===== src/rtl/fetch_unit.sv =====
`default_nettype none
// +------------------------------------------------------------------------+
// | fetch_unit                                                              |
// | Instruction fetch front end: PC, credit-limited memory reads, in-order  |
// | instruction queue and redirect flush.                                   |
// | Revision: 1.0                                                           |
// +------------------------------------------------------------------------+
module fetch_unit #(
    parameter logic [31:0] RESET_PC = 32'h0000_0000,
    parameter int          DEPTH    = 2
) (
    input  logic        clock,
    input  logic        reset_n,
    output logic        imem_req,
    output logic [31:0] imem_addr,
    input  logic        imem_ready,
    input  logic        imem_rvalid,
    input  logic [31:0] imem_rdata,
    input  logic        redirect_valid,
    input  logic [31:0] redirect_pc,
    output logic        instr_valid,
    output logic [31:0] instr,
    output logic [31:0] instr_pc,
    input  logic        instr_ready
);

    localparam int c_ptr_w = (DEPTH > 1) ? $clog2(DEPTH) : 1;
    localparam int c_cnt_w = c_ptr_w + 1;
    localparam logic [c_cnt_w:0]   c_depth   = (c_cnt_w + 1)'(DEPTH);
    localparam logic [c_cnt_w-1:0] c_cnt_one = c_cnt_w'(1);
    localparam logic [c_ptr_w-1:0] c_ptr_one = c_ptr_w'(1);

    logic [31:0]        r_fetch_pc;
    logic [31:0]        r_resp_pc;
    logic [c_cnt_w-1:0] r_inflight;
    logic [c_cnt_w-1:0] r_drop;
    logic [c_cnt_w-1:0] r_count;
    logic [c_ptr_w-1:0] r_head;
    logic [c_ptr_w-1:0] r_tail;
    logic [31:0]        r_q_word [DEPTH];
    logic [31:0]        r_q_pc   [DEPTH];

    logic               w_accept;
    logic               w_resp;
    logic               w_push;
    logic               w_pop;
    logic [c_cnt_w:0]   w_occupancy;
    logic [c_cnt_w-1:0] w_inflight_nxt;
    logic [31:0]        w_redirect_addr;
    logic               w_unused_pc_bits;

    // Credit covers both outstanding reads and buffered words, so a push never overflows.
    assign w_occupancy      = {1'b0, r_inflight} + {1'b0, r_count};
    assign imem_req         = reset_n && !redirect_valid && (w_occupancy < c_depth);
    assign imem_addr        = r_fetch_pc;
    assign w_accept         = imem_req && imem_ready;
    assign w_resp           = imem_rvalid && (r_inflight != '0);
    assign w_push           = w_resp && (r_drop == '0) && !redirect_valid;
    assign w_pop            = instr_valid && instr_ready;
    assign w_redirect_addr  = {redirect_pc[31:2], 2'b00};
    assign w_unused_pc_bits = ^redirect_pc[1:0];

    assign instr_valid = (r_count != '0);
    assign instr       = r_q_word[r_head];
    assign instr_pc    = r_q_pc[r_head];

    always_comb begin
        w_inflight_nxt = r_inflight;
        if (w_accept) w_inflight_nxt = w_inflight_nxt + c_cnt_one;
        if (w_resp)   w_inflight_nxt = w_inflight_nxt - c_cnt_one;
    end

    always_ff @(posedge clock) begin
        if (!reset_n) begin
            r_fetch_pc <= RESET_PC;
            r_resp_pc  <= RESET_PC;
            r_inflight <= '0;
            r_drop     <= '0;
            r_count    <= '0;
            r_head     <= '0;
            r_tail     <= '0;
            for (int i = 0; i < DEPTH; i++) begin
                r_q_word[i] <= '0;
                r_q_pc[i]   <= RESET_PC;
            end
        end else if (redirect_valid) begin
            // Everything still outstanding after this cycle belongs to the old path.
            r_fetch_pc <= w_redirect_addr;
            r_resp_pc  <= w_redirect_addr;
            r_inflight <= w_inflight_nxt;
            r_drop     <= w_inflight_nxt;
            r_count    <= '0;
            r_tail     <= r_head;
        end else begin
            r_inflight <= w_inflight_nxt;
            if (w_accept) r_fetch_pc <= r_fetch_pc + 32'd4;
            if (w_resp && (r_drop != '0)) r_drop <= r_drop - c_cnt_one;
            if (w_push) begin
                r_q_word[r_tail] <= imem_rdata;
                r_q_pc[r_tail]   <= r_resp_pc;
                r_tail           <= r_tail + c_ptr_one;
                r_resp_pc        <= r_resp_pc + 32'd4;
            end
            if (w_pop) r_head <= r_head + c_ptr_one;
            case ({w_push, w_pop})
                2'b10:   r_count <= r_count + c_cnt_one;
                2'b01:   r_count <= r_count - c_cnt_one;
                default: r_count <= r_count;
            endcase
        end
    end

endmodule
`default_nettype wire


===== config.mk =====
export PLATFORM = sky130hd
export DESIGN_NAME = fetch_unit
export DESIGN_NICKNAME = d
export VERILOG_FILES = /design/src/rtl/fetch_unit.sv
export SDC_FILE = /design/constraint.sdc
export NUM_CORES = 1
export LEC_CHECK = 0
export CAP_MARGIN = 15
export CORE_MARGIN = 5
export CORE_UTILIZATION = 40
export DETAILED_ROUTE_END_ITERATION = 8
export PLACE_DENSITY = 0.66
export SYNTH_ARGS = -nofsm -noshare
export SYNTH_HDL_FRONTEND = slang
export SYNTH_SLANG_ARGS = --single-unit

===== constraint.sdc =====
create_clock -name clock -period 7.21 [get_ports clock]
set_input_delay 1.442 -clock clock [delete_from_list [all_inputs] [get_ports clock]]
set_output_delay 1.442 -clock clock [all_outputs]
set_load 0.005 [all_outputs]

==> flow_summary.yaml <==
status:
  outcome: "complete, no violations"
clock_tree:
  clkSlewWorstSetupHoldPaths_ns: 0.07
  numClockSinks: 193
  cts_root_buffer: "clkbuf_16"
  hold_buffers: 0
  insertion_delay_ns: 0.43
  cts_setup_buffers: 0
  cts_resized: 0
  cts_buffers: 17
  cts_tree: "yes"
  cts_buffer_depth: 2
  h-tree-depth: 4
power:
  powerDensity_mw_per_mm2: 220.5
  p_leak_uw: 0.004300
  peakVddDrop_uv: 125.8
placement:
  place_ws_ns: 2.330
  port_buffers: 161
  gp_congestion: 0.8273
  dp_hpwl_mm: 15.77
sta:
  fin_crit_sh_pct: 68.14
  drv_slew: 0
  finalSetupViolCount: 0
  skew_ns: 0.01019
  max_freq_mhz: 203.5
  tightest_slew_ns: 1.012
  slew_headroom_pct: 32.25
  layout_setup_ws_ns: 2.297
  finalSetupTns_ns: 0
  finalCriticalPeriod_ns: 4.913
  rsz0062_at_grt: "false"
  hold_viol_final: 0
detailed_routing:
  wl_met1_mm: 11.35
  vias: 7028
  maxUsedRoutingLayer: "met4"
  wl_met2_mm: 10.60
  drtIter0Drc: 591
  first_pass_iters: 5
  via_per_inst: 5.340
  wl_per_cell_um: 18.27
  drc: 0
  final_antenna_net_count: 0
  finalWirelength_mm: 24.04
  met3_length_mm: 1.872
logic_synthesis:
  synth_seq_cells: 193
  synth-seq-area-share_pct: 54.35
  postSynthAreaPerCell_um2: 11.05
  yosysWarnings: 0
  synthesis.instances: 850
  synth_edf_count: 124
  synthArstFlopShare_pct: 0
  synth_flop_cell: "edfxtp_1"
  synth.distinct_cells: 67
  syn_area_mm2: 0.009393
layout:
  area_growth_pct: 26.55
  n_fill_cell: 2092
  insertedDiodeCount: 0
  nets: 1061
  final_common_cell: "clkdlybuf4s50_1"
  mostFrequentLayoutCells: "161 x clkdlybuf4s50_1, 124 x edfxtp_1, 72 x and3_1"
  final_layout_size_suffix_gt1_share_pct: 12.34
global_routing:
  grt_overflow: 0
  globalRouteTotalUtil_pct: 17.90
  grt_start_max_net_pins: 71
  antenna_found_initial: 0
  first_global_vias: 6933
  grt_pass1_wl_mm: 37.85
setup_path:
  worst_setup_path_start_kind: "primary input"
  crit_fanout: 38
  cp.required_ns: 5.77
  cp_common_cell: "clkdlybuf4s50_1"
  cp_slowest_cell: "clkdlybuf4s50_1"
  crit_buf_inv: 3
  crit_arrival_ns: 3.47
  endpoint_kind: "primary output"
  cpPeakStageDelay_ns: 0.62
  crit_family: "buffers and inverters"
  path_cells: "clkdlybuf4s50_1 -> buf_4 -> nor4b_2 -> clkdlybuf4s50_1"
  crit_type: "in -> out"
die:
  rows: 56
  initial_core_util_pct: 40.26
  die_x_um: 163.2
  die_h_um: 163.2
  ios: 168
  coreArea_mm2: 0.02333
  die_area_mm2: 0.02665
worst_hold_path:
  hold_class: "reg -> reg"
flow_run:
  drv_cap: 0
==> worst min-delay path, delay by kind of cell (launching register included) <==
family	cells	cell delay (ns)
AO/OA/AOI/OAI	1	0.05
flip-flops	1	0.32
AND/OR/NAND/NOR	1	0.10
==> logic make-up after synthesis <==
| family | synth area share [%] |
|---|---|
| AOI/OAI and AO/OA | 8.445 |
| other | 0.03992 |
| xor gates and xnor gates | 3.730 |
| and+or+nand+nor | 21.35 |
| DFF | 54.35 |
| muxes | 7.913 |
| buffers and inverters | 3.290 |
| adders and majority gates | 0.8792 |
==> final cells by class <==
class	instances	area, um2	area share, %
Multi-Input combinational cell	586	4019	33.81
Timing Repair Buffer	174	1722	14.48
Clock buffer	20	436.7	3.674
Clock inverter	11	153.9	1.295
Tap cell	319	399.1	3.358
Inverter	13	48.80	0.4105
Sequential cell	193	5107	42.97
==> path summary, 6_finish.rpt <==
kind / from / end / slack, ns / cells past startpoint
setup / recovery: reset_n / imem_req / 2.30 / 4
setup reg to reg: r_inflight[1] / r_q_word[1][21] / 3.84 / 8
hold reg to reg: r_head / r_tail / 0.52 / 2
hold / removal: r_head / r_tail / 0.52 / 2
==> stage by stage <==
step	power, uW	std cells	util (%)	hold slack (ns)	area, um2
5_1_grt	2725	1316	50.94	0.5329	11890
6_report	2621	1316	50.94	0.5151	11890
3_3_place_gp	1676	1284	48.33	0.5007	11280
4_1_cts	2639	1315	50.86	0.5124	11870
3_5_place_dp	1681	1284	48.33	0.5003	11280
2_1_floorplan	1499	853	-	0.4741	9404
==> state kept, by name, indices dropped and copies added, names as in the netlist, named ones only <==
register	cells
r_drop	2
r_resp_pc	30
r_q_pc	60
r_tail	1
r_head	1
r_q_word	64
r_count	2
r_inflight	2
imem_addr	30
==> cells in the mapped netlist (all sizes together), types with 6 or more instances <==
| master | number | area (um2) |
|---|---|---|
| xnor2 | 31 | 271.5 |
| edfxtp | 124 | 3724 |
| inv | 12 | 45.04 |
| nand2 | 53 | 198.9 |
| a211oi | 6 | 45.04 |
| or4 | 6 | 48.80 |
| a31oi | 16 | 100.1 |
| and4 | 10 | 90.09 |
| a21oi | 32 | 160.2 |
| nor2 | 34 | 127.6 |
| o21ai | 28 | 140.1 |
| nand3 | 24 | 130.1 |
| o22ai | 10 | 62.56 |
| clkbuf | 47 | 176.4 |
| nor4 | 16 | 112.6 |
| a22oi | 6 | 45.04 |
| and3 | 72 | 450.4 |
| dfxtp | 69 | 1381 |
| nand4 | 20 | 161.4 |
| and2 | 70 | 437.9 |
| mux2 | 66 | 743.2 |
| nor3 | 17 | 85.08 |
| buf | 14 | 83.83 |
| xor2 | 9 | 78.83 |
==> where the power goes <==
| group | total [uW] | internal, uW | switching, uW |
|---|---|---|---|
| Combinational | 362 | 185 | 177 |
| Sequential | 1300 | 1250 | 51.1 |
| Clock | 962 | 550 | 412 |
| Total | 2620 | 1980 | 640 |
==> per-layer routing <==
layer	track usage (%)	vias up
met2	27.26	277
met3	4.845	19
met4	3.774	0
li1	-	3420
met5	0	-
met1	25.76	3312
Power figures use the tool's default switching activity.
